### src/rtl/i2c_master.sv
// Single-byte I2C initiator: START, 7-bit address + R/W, ACK check, one data
// byte written or read, then STOP. SCL is push-pull; SDA is open-drain
// through SDA_OE. Every bus slot is four quarters of CLK_DIV clocks each.
//
// state   | meaning
// --------+---------------------------------------------------------------
// S_IDLE  | bus idle, waiting for ENB && START
// S_START | START condition slot
// S_ADDR  | 8 slots: address MSB first, R/W last
// S_AACK  | address ACK slot, SDA released and sampled
// S_WR    | 8 slots: write byte MSB first
// S_WACK  | write ACK slot, SDA released and sampled
// S_RD    | 8 slots: SDA released, bits shifted in MSB first
// S_MACK  | master NACK slot (single-byte read), read byte published
// S_STOP  | STOP condition slot
// S_DONE  | one-cycle completion pulse
module i2c_master #(
    parameter int CLK_DIV = 4
) (
    input  logic       CLK,
    input  logic       RESET,
    input  logic       ENB,
    input  logic       START,
    input  logic [6:0] ADDR,
    input  logic       RW,
    input  logic [7:0] WDATA,
    input  logic       SDA_IN,
    output logic       SCL,
    output logic       SDA_OE,
    output logic [7:0] RDATA,
    output logic       BUSY,
    output logic       DONE,
    output logic       ACK_ERR
);

    localparam int            QW     = (CLK_DIV > 1) ? $clog2(CLK_DIV) : 1;
    localparam logic [QW-1:0] Q_LAST = QW'(CLK_DIV - 1);

    typedef enum logic [3:0] {
        S_IDLE, S_START, S_ADDR, S_AACK, S_WR, S_WACK, S_RD, S_MACK, S_STOP, S_DONE
    } state_t;

    state_t        state;
    logic [QW-1:0] qcnt;
    logic [1:0]    quarter;
    logic [2:0]    bit_cnt;
    logic [7:0]    tx_sr;
    logic [7:0]    rx_sr;
    logic [7:0]    wdata_q;
    logic          rw_q;
    logic          sda_meta;
    logic          sda_sync;

    // Pad levels {scl, sda_oe} for a given slot type and quarter; bit_val is
    // the data bit being sent in address/write slots.
    function automatic logic [1:0] pins(input state_t st, input logic [1:0] q,
                                        input logic bit_val);
        case (st)
            S_START:                    pins = {q != 2'd3, q != 2'd0};
            S_ADDR, S_WR:               pins = {q[1], ~bit_val};
            S_AACK, S_WACK, S_RD, S_MACK: pins = {q[1], 1'b0};
            S_STOP:                     pins = {q != 2'd0, ~q[1]};
            default:                    pins = 2'b10;
        endcase
    endfunction

    // Two-flop synchroniser for the SDA pad level.
    always_ff @(posedge CLK or negedge RESET) begin
        if (!RESET) begin
            sda_meta <= 1'b1;
            sda_sync <= 1'b1;
        end else begin
            sda_meta <= SDA_IN;
            sda_sync <= sda_meta;
        end
    end

    // Transaction FSM with quarter/slot timing and registered pad outputs.
    always_ff @(posedge CLK or negedge RESET) begin
        if (!RESET) begin
            state         <= S_IDLE;
            qcnt          <= '0;
            quarter       <= 2'd0;
            bit_cnt       <= 3'd0;
            tx_sr         <= 8'd0;
            rx_sr         <= 8'd0;
            wdata_q       <= 8'd0;
            rw_q          <= 1'b0;
            {SCL, SDA_OE} <= 2'b10;
            RDATA         <= 8'd0;
            BUSY          <= 1'b0;
            DONE          <= 1'b0;
            ACK_ERR       <= 1'b0;
        end else begin
            DONE <= 1'b0;
            case (state)
                S_IDLE: begin
                    if (ENB && START) begin
                        state         <= S_START;
                        tx_sr         <= {ADDR, RW};
                        wdata_q       <= WDATA;
                        rw_q          <= RW;
                        qcnt          <= '0;
                        quarter       <= 2'd0;
                        BUSY          <= 1'b1;
                        ACK_ERR       <= 1'b0;
                        {SCL, SDA_OE} <= pins(S_START, 2'd0, 1'b0);
                    end
                end
                S_DONE: begin
                    state <= S_IDLE;
                end
                default: begin
                    if (qcnt != Q_LAST) begin
                        qcnt <= qcnt + 1'b1;
                    end else if (quarter != 2'd3) begin
                        qcnt          <= '0;
                        quarter       <= quarter + 2'd1;
                        {SCL, SDA_OE} <= pins(state, quarter + 2'd1, tx_sr[7]);
                    end else begin
                        // Slot boundary: pick the next slot and drive its Q0 levels.
                        qcnt    <= '0;
                        quarter <= 2'd0;
                        case (state)
                            S_START: begin
                                state         <= S_ADDR;
                                bit_cnt       <= 3'd0;
                                {SCL, SDA_OE} <= pins(S_ADDR, 2'd0, tx_sr[7]);
                            end
                            S_ADDR, S_WR: begin
                                if (bit_cnt == 3'd7) begin
                                    state         <= (state == S_ADDR) ? S_AACK : S_WACK;
                                    {SCL, SDA_OE} <= pins(S_AACK, 2'd0, 1'b0);
                                end else begin
                                    bit_cnt       <= bit_cnt + 3'd1;
                                    tx_sr         <= {tx_sr[6:0], 1'b0};
                                    {SCL, SDA_OE} <= pins(state, 2'd0, tx_sr[6]);
                                end
                            end
                            S_AACK: begin
                                bit_cnt <= 3'd0;
                                if (sda_sync) begin
                                    ACK_ERR       <= 1'b1;
                                    state         <= S_STOP;
                                    {SCL, SDA_OE} <= pins(S_STOP, 2'd0, 1'b0);
                                end else if (rw_q) begin
                                    state         <= S_RD;
                                    {SCL, SDA_OE} <= pins(S_RD, 2'd0, 1'b0);
                                end else begin
                                    state         <= S_WR;
                                    tx_sr         <= wdata_q;
                                    {SCL, SDA_OE} <= pins(S_WR, 2'd0, wdata_q[7]);
                                end
                            end
                            S_WACK: begin
                                if (sda_sync) ACK_ERR <= 1'b1;
                                state         <= S_STOP;
                                {SCL, SDA_OE} <= pins(S_STOP, 2'd0, 1'b0);
                            end
                            S_RD: begin
                                rx_sr         <= {rx_sr[6:0], sda_sync};
                                {SCL, SDA_OE} <= pins(S_RD, 2'd0, 1'b0);
                                if (bit_cnt == 3'd7) state <= S_MACK;
                                else bit_cnt <= bit_cnt + 3'd1;
                            end
                            S_MACK: begin
                                RDATA         <= rx_sr;
                                state         <= S_STOP;
                                {SCL, SDA_OE} <= pins(S_STOP, 2'd0, 1'b0);
                            end
                            S_STOP: begin
                                state         <= S_DONE;
                                DONE          <= 1'b1;
                                BUSY          <= 1'b0;
                                {SCL, SDA_OE} <= 2'b10;
                            end
                            default: begin
                                state         <= S_IDLE;
                                {SCL, SDA_OE} <= 2'b10;
                            end
                        endcase
                    end
                end
            endcase
        end
    end

endmodule

### config.mk
export PLATFORM = sky130hd
export DESIGN_NAME = i2c_master
export DESIGN_NICKNAME = d
export VERILOG_FILES = /design/src/rtl/i2c_master.sv
export SDC_FILE = /design/constraint.sdc
export NUM_CORES = 1
export LEC_CHECK = 0
export ABC_AREA = 1
export BUFFER_PORTS_ARGS = -buffer_cell sky130_fd_sc_hd__buf_2
export CAP_MARGIN = 10
export CORE_UTILIZATION = 50
export DETAILED_ROUTE_END_ITERATION = 10
export PLACE_DENSITY = 0.78
export SLEW_MARGIN = 10
export SYNTH_ARGS = -nofsm -noshare
export SYNTH_HDL_FRONTEND = slang
export SYNTH_SLANG_ARGS = --single-unit
### constraint.sdc
create_clock -name CLK -period 1.9 [get_ports CLK]
set_clock_uncertainty 0.1 [all_clocks]
set_input_delay 0.475 -clock CLK [delete_from_list [all_inputs] [get_ports CLK]]
set_output_delay 0.475 -clock CLK [all_outputs]
set_load 0.01 [all_outputs]
==> impl_metrics.xml, run 1 <==
<?xml version="1.0" encoding="UTF-8"?>
<metrics>
  <group name="synth">
    <metric name="syn_nets" unit="">357</metric>
    <metric name="synthesis.instances" unit="">331</metric>
    <metric name="synth.most_common_cell" unit="">sky130_fd_sc_hd__nand2_1</metric>
    <metric name="synth.largest_area_cell" unit="">sky130_fd_sc_hd__dfrtp_1</metric>
    <metric name="synthArstFlopShare" unit="%">100</metric>
    <metric name="synth_flop_cell" unit="">sky130_fd_sc_hd__dfrtp_1</metric>
    <metric name="syn-mean-instance-area" unit="sq um">8.01</metric>
    <metric name="synthesis.yosys.warnings" unit="">0</metric>
    <metric name="synth.ff_latch_count" unit="">51</metric>
    <metric name="ys_top_cells_by_area" unit="">sky130_fd_sc_hd__dfrtp_1 (45%), sky130_fd_sc_hd__nand2_1 (17%), sky130_fd_sc_hd__o21ai_0 (5.7%)</metric>
    <metric name="synth_area" unit="sq um">2650</metric>
    <metric name="yosysTopAreaCellShare" unit="%">45.3</metric>
    <metric name="synth_seq_area_share" unit="%">48.3</metric>
    <metric name="synth_common_cells" unit="">sky130_fd_sc_hd__nand2_1 (119), sky130_fd_sc_hd__dfrtp_1 (48), sky130_fd_sc_hd__inv_1 (33), sky130_fd_sc_hd__o21ai_0 (30), sky130_fd_sc_hd__nand3_1 (25)</metric>
    <metric name="edff_count_synth" unit="">0</metric>
    <metric name="post_synth_num_cell_types" unit="">27</metric>
  </group>
  <group name="floorplanning">
    <metric name="die_ht" unit="um">74.8</metric>
    <metric name="floorplan.rows" unit="">26</metric>
    <metric name="placeableCoreArea" unit="sq um">5110</metric>
    <metric name="boundaryPins" unit="">34</metric>
    <metric name="die_x" unit="um">74.8</metric>
    <metric name="die-area" unit="sq um">5600</metric>
    <metric name="start_util" unit="%">51.9</metric>
  </group>
  <group name="critical_path">
    <metric name="cp_num_buf_inv" unit="">3</metric>
    <metric name="cp_max_fo" unit="">10</metric>
    <metric name="critical-path-top-delay-family" unit="">simple AND/OR/NAND/NOR gates</metric>
    <metric name="worst_setup_path_start_kind" unit="">flip-flop</metric>
    <metric name="max_stage_delay" unit="ns">0.49</metric>
    <metric name="cp.arrival" unit="ns">1.88</metric>
    <metric name="endpoint_kind" unit="">flip-flop</metric>
    <metric name="critical_path_required" unit="ns">2.01</metric>
    <metric name="critical_path_class" unit="">reg -&gt; reg</metric>
    <metric name="cpMaxStageDelayCell" unit="">sky130_fd_sc_hd__dfrtp_2</metric>
    <metric name="cp_cell_sequence" unit="">nor2_4 -&gt; buf_4 -&gt; nand3_2 -&gt; nand2_2 -&gt; nor2_4 -&gt; buf_12 -&gt; buf_4 -&gt; nand4_1 -&gt; nand2_1</metric>
  </group>
  <group name="timing">
    <metric name="final.min_clock_period" unit="ns">1.77</metric>
    <metric name="final_worst_path_cycle_share" unit="%">93.3</metric>
    <metric name="final_hold_viol_count" unit="">0</metric>
    <metric name="timing_worst_slew_pin_value" unit="ns">0.474</metric>
    <metric name="timing.setup.tns" unit="ns">0</metric>
    <metric name="hold-worst-slack" unit="ns">0.00969</metric>
    <metric name="fmax" unit="GHz">0.564</metric>
    <metric name="rsz0062_at_grt" unit="">false</metric>
    <metric name="timing.slew.headroom" unit="%">68.4</metric>
    <metric name="finalSetupViolCount" unit="">0</metric>
    <metric name="finalMaxSlewViolations" unit="">0</metric>
  </group>
  <group name="pwr">
    <metric name="switching_share" unit="%">43.1</metric>
    <metric name="worst_vdd_drop" unit="uV">637</metric>
    <metric name="p_sw" unit="W">0.00190</metric>
    <metric name="power.clock.fraction" unit="%">17.3</metric>
    <metric name="cell_leakage_power" unit="nW">1.60</metric>
    <metric name="power_density" unit="nW/um^2">1440</metric>
    <metric name="internal_power" unit="W">0.00251</metric>
    <metric name="pwr-share-comb" unit="%">46.1</metric>
    <metric name="sequential_fraction_of_design_power" unit="%">36.5</metric>
  </group>
  <group name="global_route">
    <metric name="antenna_violations_before_repair" unit="">0</metric>
    <metric name="grt_usage" unit="%">22.1</metric>
    <metric name="use_met1" unit="%">32.8</metric>
    <metric name="largest_net_degree_at_the_start_of_global_routing" unit="">21</metric>
    <metric name="use_met3" unit="%">4.15</metric>
    <metric name="first_global_vias" unit="">2033</metric>
    <metric name="gr_ovfl_total" unit="">0</metric>
    <metric name="grt.busiest_layer" unit="">met1</metric>
    <metric name="global_route.usage.met2" unit="%">32.0</metric>
    <metric name="grt_pass1_wl" unit="um">9360</metric>
  </group>
  <group name="cells_and_area">
    <metric name="synthToLayoutAreaGrowth" unit="%">15.8</metric>
    <metric name="drive_gt1_share" unit="%">22.3</metric>
    <metric name="insertedDiodeCount" unit="">0</metric>
    <metric name="fin_nets" unit="">401</metric>
    <metric name="postLayoutCellArea" unit="sq um">3070</metric>
    <metric name="final_cells" unit="">446</metric>
    <metric name="fillers" unit="">486</metric>
    <metric name="finalCoreUtilization" unit="%">60.1</metric>
  </group>
  <group name="drt">
    <metric name="antenna_left" unit="">0</metric>
    <metric name="detail_route.vias_per_cell" unit="">5.05</metric>
    <metric name="dr_total_vias" unit="">2253</metric>
    <metric name="drt_drc_violations_left" unit="">0</metric>
    <metric name="wl_per_cell" unit="um">12.3</metric>
    <metric name="drtPass1Iterations" unit="">4</metric>
    <metric name="drt_iter0_drc" unit="">163</metric>
    <metric name="drt_wl_total" unit="um">5500</metric>
  </group>
  <group name="clocking">
    <metric name="clkSlewWorstSetupHoldPaths" unit="ns">0.10</metric>
    <metric name="clock_path_buffers" unit="">2</metric>
    <metric name="numCtsBuffers" unit="">5</metric>
    <metric name="clock_insertion_delay_worst_skew" unit="ns">0.31</metric>
    <metric name="cts.sinks" unit="">51</metric>
    <metric name="cts.htree.levels" unit="">2</metric>
    <metric name="tritoncts" unit="">yes</metric>
    <metric name="cts-root-buf" unit="">sky130_fd_sc_hd__clkbuf_8</metric>
  </group>
  <group name="place">
    <metric name="placement.cell_area" unit="sq um">2900</metric>
    <metric name="place.gp.congestion" unit="">0.965</metric>
    <metric name="dp_cells" unit="">433</metric>
    <metric name="dp.final_hpwl" unit="um">4120</metric>
    <metric name="io_buffer_count" unit="">33</metric>
  </group>
  <group name="flow_run">
    <metric name="drv_cap" unit="">0</metric>
  </group>
  <group name="min_path">
    <metric name="worst_hold_path_type" unit="">in -&gt; async</metric>
  </group>
  <group name="status">
    <metric name="status" unit="">finished, final reports clean</metric>
  </group>
</metrics>
[logic make-up after synthesis]
logic type               count (synthesis)  synth area share (%)
buffers and inverters                   44                  7.55
AND/OR/NAND/NOR                        192                  33.8
AO/OA/AOI/OAI                           38                  7.60
multiplexers                             1                 0.425
flip-flops                              51                  48.3
adder cells (fa/ha/maj)                  5                  2.36
[power by group through the flow]
stage	Combinational [W]	Clock, W	Sequential, W
final	0.00203	0.000765	0.00161
after global routing	0.00232	0.000822	0.00165
after CTS	0.00189	0.000781	0.00160
after detailed placement	0.00189	0	0.00161
after global placement	0.00182	0	0.00161
after floorplan	0.00155	0	0.00155
[metal layers]
layer,up-vias,share of wire (%)
met5,-,0
met4,0,1.9
met3,11,4.5
met2,60,44
met1,1037,50
li1,1145,-
[registers in the layout (all words and copies together), names as in the netlist]
name,cells
ACK_ERR,1
BUSY,1
DONE,1
RDATA,8
SCL,1
SDA_OE,1
bit_cnt,3
qcnt,2
quarter,2
rw_q,1
rx_sr,8
sda_meta,1
sda_sync,1
state,4
tx_sr,8
wdata_q,8
[metrics by stage]
| stage | worst slack, ns | power, W |
|---|---|---|
| floorplan | 0.387 | 0.00310 |
| global placement | 0.138 | 0.00343 |
| detailed placement | 0.0483 | 0.00350 |
| CTS | 0.0291 | 0.00427 |
| global route | 0.0203 | 0.00479 |
| finish | 0.128 | 0.00441 |
[worst reg2reg max path, delay by kind of cell, from the launching register on]
| kind | cells | cell delay [ns] |
|---|---|---|
| AND/OR/NAND/NOR | 6 | 0.68 |
| buffers and inverters | 3 | 0.40 |
| flip-flops | 1 | 0.49 |
[worst paths after layout]
| path | cells after the start | startpoint | endpoint | slack, ns |
|---|---|---|---|---|
| worst max-delay path | 9 | state[0] | tx_sr[6] | 0.13 |
| worst min-delay path | 1 | RESET | RDATA[3] | 0.01 |
| worst max register to register | 9 | state[0] | tx_sr[6] | 0.13 |
| worst min register to register | 0 | sda_meta | sda_sync | 0.26 |
| max in group asynchronous | 2 | RESET | state[3] | 1.10 |
| min in group CLK | 1 | SDA_IN | sda_meta | 0.16 |
[cell usage in the layout, fill, tap and decap left out, drive strengths merged]
master	n
nand3b	5
o22ai	1
clkinvlp	1
nor2	19
clkbuf	6
o211ai	1
dfrtp	48
nand2	127
mux2	1
dfstp	3
inv	37
bufinv	1
o21ai	33
or2	3
a21oi	3
ha	5
buf	44
nand4	9
nand3	29
[final cells by class]
class / count / area (sq um) / area share, %
Tap cell: 70 / 87.6 / 2.85
Multi-Input combinational cell: 236 / 1170 / 38.2
Timing Repair Buffer: 45 / 278 / 9.05
Sequential cell: 51 / 1280 / 41.8
Inverter: 36 / 135 / 4.40
Clock buffer: 5 / 68.8 / 2.24
Clock inverter: 3 / 46.3 / 1.51
[repair_timing]
| item | 4_1_cts | 5_1_grt |
|---|---|---|
| setup endpoints to repair | 0 | 11 |
| hold buffers | 0 | 0 |
| setup buffers | 0 | 5 |
| resized for setup | 0 | 2 |
Note: power is estimated with default switching activity, not from simulation.
==> run 2: changes to the inputs <==
- CORE_UTILIZATION: 50 -> 30
- PLACE_DENSITY: 0.78 -> 0.55
==> impl_metrics.xml, run 2 (synthesis gave the netlist of run 1 again) <==
<?xml version="1.0" encoding="UTF-8"?>
<metrics>
  <group name="cells_and_area">
    <metric name="multi_input_area" unit="sq um">1170</metric>
    <metric name="final_common_cell" unit="">sky130_fd_sc_hd__nand2_1</metric>
    <metric name="drive_gt1_share" unit="%">23.6</metric>
    <metric name="fillers" unit="">866</metric>
    <metric name="synthToLayoutAreaGrowth" unit="%">18.0</metric>
    <metric name="insertedDiodeCount" unit="">0</metric>
    <metric name="postLayoutCellArea" unit="sq um">3130</metric>
    <metric name="fin_nets" unit="">407</metric>
    <metric name="most_used_cells_in_the_layout_excluding_fill_and_tap_cells" unit="">sky130_fd_sc_hd__nand2_1 (119), sky130_fd_sc_hd__dfrtp_1 (46), sky130_fd_sc_hd__inv_1 (33), sky130_fd_sc_hd__buf_2 (33), sky130_fd_sc_hd__o21ai_0 (30)</metric>
    <metric name="finalCoreUtilization" unit="%">37.3</metric>
    <metric name="final-seq-area" unit="sq um">1280</metric>
  </group>
  <group name="clocking">
    <metric name="tritoncts" unit="">yes</metric>
    <metric name="cts-root-buf" unit="">sky130_fd_sc_hd__clkbuf_8</metric>
    <metric name="cts.sinks" unit="">51</metric>
    <metric name="numCtsBuffers" unit="">5</metric>
    <metric name="cts.htree.levels" unit="">2</metric>
    <metric name="clock_path_buffers" unit="">2</metric>
    <metric name="clkSlewWorstSetupHoldPaths" unit="ns">0.10</metric>
    <metric name="clock_insertion_delay_worst_skew" unit="ns">0.32</metric>
  </group>
  <group name="pwr">
    <metric name="worst_vdd_drop" unit="uV">492</metric>
    <metric name="cell_leakage_power" unit="nW">1.62</metric>
    <metric name="power_density" unit="nW/um^2">1400</metric>
  </group>
  <group name="global_route">
    <metric name="grt_pass1_wl" unit="um">10300</metric>
    <metric name="grt_usage" unit="%">14.7</metric>
    <metric name="largest_net_degree_at_the_start_of_global_routing" unit="">52</metric>
    <metric name="gr_ovfl_total" unit="">0</metric>
    <metric name="antenna_violations_before_repair" unit="">0</metric>
    <metric name="first_global_vias" unit="">2139</metric>
  </group>
  <group name="critical_path">
    <metric name="worst-r2r-cell-count" unit="">9</metric>
    <metric name="critical_path_class" unit="">reg -&gt; reg</metric>
    <metric name="cp_max_fo" unit="">10</metric>
    <metric name="setup.reg_to_reg.worst_slack" unit="ns">0.13</metric>
    <metric name="critical_path_required" unit="ns">2.01</metric>
    <metric name="cp.arrival" unit="ns">1.88</metric>
    <metric name="rr_endpoint" unit="">tx_sr[6]</metric>
    <metric name="endpoint_kind" unit="">flip-flop</metric>
    <metric name="worst_setup_path_start_kind" unit="">flip-flop</metric>
    <metric name="r2r-start" unit="">state[0]</metric>
  </group>
  <group name="timing">
    <metric name="rsz0062_at_grt" unit="">false</metric>
    <metric name="fmax" unit="GHz">0.564</metric>
    <metric name="timing.setup.tns" unit="ns">0</metric>
    <metric name="final.min_clock_period" unit="ns">1.77</metric>
    <metric name="finalSetupViolCount" unit="">0</metric>
    <metric name="final_worst_path_cycle_share" unit="%">93.3</metric>
    <metric name="timing_worst_slew_pin_value" unit="ns">0.464</metric>
    <metric name="timing.final.ws_setup" unit="ns">0.126</metric>
    <metric name="timing.slew.headroom" unit="%">69.0</metric>
    <metric name="finalMaxSlewViolations" unit="">0</metric>
    <metric name="hold-worst-slack" unit="ns">0.0251</metric>
    <metric name="final_hold_viol_count" unit="">0</metric>
  </group>
  <group name="drt">
    <metric name="detail_route.vias_per_cell" unit="">4.59</metric>
    <metric name="wl_met2" unit="um">2580</metric>
    <metric name="wl_per_cell" unit="um">12.1</metric>
    <metric name="drt_iter0_drc" unit="">153</metric>
    <metric name="drtPass1Iterations" unit="">4</metric>
    <metric name="drt_wl_total" unit="um">5870</metric>
    <metric name="met3WireLength" unit="um">148</metric>
    <metric name="drt_drc_violations_left" unit="">0</metric>
    <metric name="post_route_met1_wirelength" unit="um">3040</metric>
    <metric name="dr_total_vias" unit="">2233</metric>
    <metric name="top_layer_used" unit="">met4</metric>
    <metric name="antenna_left" unit="">0</metric>
  </group>
  <group name="floorplanning">
    <metric name="die-area" unit="sq um">9220</metric>
    <metric name="die_ht" unit="um">96.0</metric>
    <metric name="floorplan.rows" unit="">33</metric>
    <metric name="start_util" unit="%">31.6</metric>
    <metric name="placeableCoreArea" unit="sq um">8380</metric>
    <metric name="boundaryPins" unit="">34</metric>
    <metric name="die_x" unit="um">96.0</metric>
  </group>
  <group name="place">
    <metric name="dp.final_hpwl" unit="um">4270</metric>
    <metric name="place.gp.congestion" unit="">0.808</metric>
    <metric name="dp_worst_setup_slack" unit="ns">0.0908</metric>
    <metric name="placement.cell_area" unit="sq um">2970</metric>
    <metric name="io_buffer_count" unit="">33</metric>
  </group>
  <group name="flow_run">
    <metric name="drv_cap" unit="">0</metric>
  </group>
  <group name="min_path">
    <metric name="worst_hold_path_type" unit="">in -&gt; async</metric>
  </group>
  <group name="status">
    <metric name="status" unit="">finished, final reports clean</metric>
  </group>
</metrics>
[run 2: cell count changes in the layout (fill, tap and decap cells not counted)]
cell | previous run | this run
sky130_fd_sc_hd__bufinv_16 | 1 | 0
sky130_fd_sc_hd__clkinvlp_4 | 1 | 0
sky130_fd_sc_hd__buf_12 | 2 | 1
sky130_fd_sc_hd__inv_6 | 1 | 2
sky130_fd_sc_hd__clkbuf_2 | 1 | 0
sky130_fd_sc_hd__clkinv_4 | 0 | 1
sky130_fd_sc_hd__buf_4 | 9 | 17
[run 2: area by class of cell]
cell class              count  area share (%)
well taps                 105            4.20
flip-flops and latches     51            41.0
inverters                  36            4.32
clock buffers               5            2.20
clock inverters             3           0.840
multi-input cells         236            37.4
repair buffers             51            10.0
[run 2: stage by stage]
step,instances,power (W)
after CTS,479,0.00428
final,487,0.00438
after detailed placement,471,0.00359
after global routing,487,0.00482
after global placement,471,0.00358
after floorplan,331,0.00310
[run 2: routing by layer]
| layer | up-vias | track usage, % |
|---|---|---|
| li1 | 1152 | - |
| met3 | 7 | 1.90 |
| met1 | 1043 | 20.8 |
| met5 | - | 0 |
| met4 | 0 | 6.34 |
| met2 | 31 | 22.6 |
[run 2: report_power, final]
part / switching (W) / total (W) / leakage [nW] / internal, W
Combinational: 0.00132 / 0.00211 / 0.910 / 0.000794
Clock: 0.000398 / 0.000670 / 0.0491 / 0.000272
Sequential: 0.000216 / 0.00160 / 0.664 / 0.00138
Total: 0.00193 / 0.00438 / 1.62 / 0.00245
[run 2: worst max path at each step]
| stage | start | end | slack [ns] | depth (start not counted) |
|---|---|---|---|---|
| floorplan | state[3] | tx_sr[1] | 0.39 | 10 |
| global placement | state[0] | tx_sr[3] | 0.15 | 8 |
| detailed placement | state[0] | tx_sr[6] | 0.09 | 8 |
| CTS | state[0] | tx_sr[6] | 0.07 | 8 |
| global route | state[0] | tx_sr[7] | 0.01 | 9 |
| finish | state[0] | tx_sr[6] | 0.13 | 9 |
[run 2: worst max-delay path, cell delays in order, from the launching register on]
cell	delay, ns
sky130_fd_sc_hd__dfrtp_2	0.49
sky130_fd_sc_hd__nor2_4	0.23
sky130_fd_sc_hd__nand2_4	0.11
sky130_fd_sc_hd__buf_4	0.19
sky130_fd_sc_hd__inv_2	0.06
sky130_fd_sc_hd__nor2_1	0.06
sky130_fd_sc_hd__nand2_4	0.15
sky130_fd_sc_hd__nand3_4	0.12
sky130_fd_sc_hd__nand2_1	0.09
sky130_fd_sc_hd__nand2_1	0.05
[run 2: repair_timing]
| action | 4_1_cts | 5_1_grt |
|---|---|---|
| hold buffers | 0 | 0 |
| setup endpoints to repair | 0 | 8 |
| setup buffers | 0 | 8 |
| gates resized for setup | 0 | 2 |
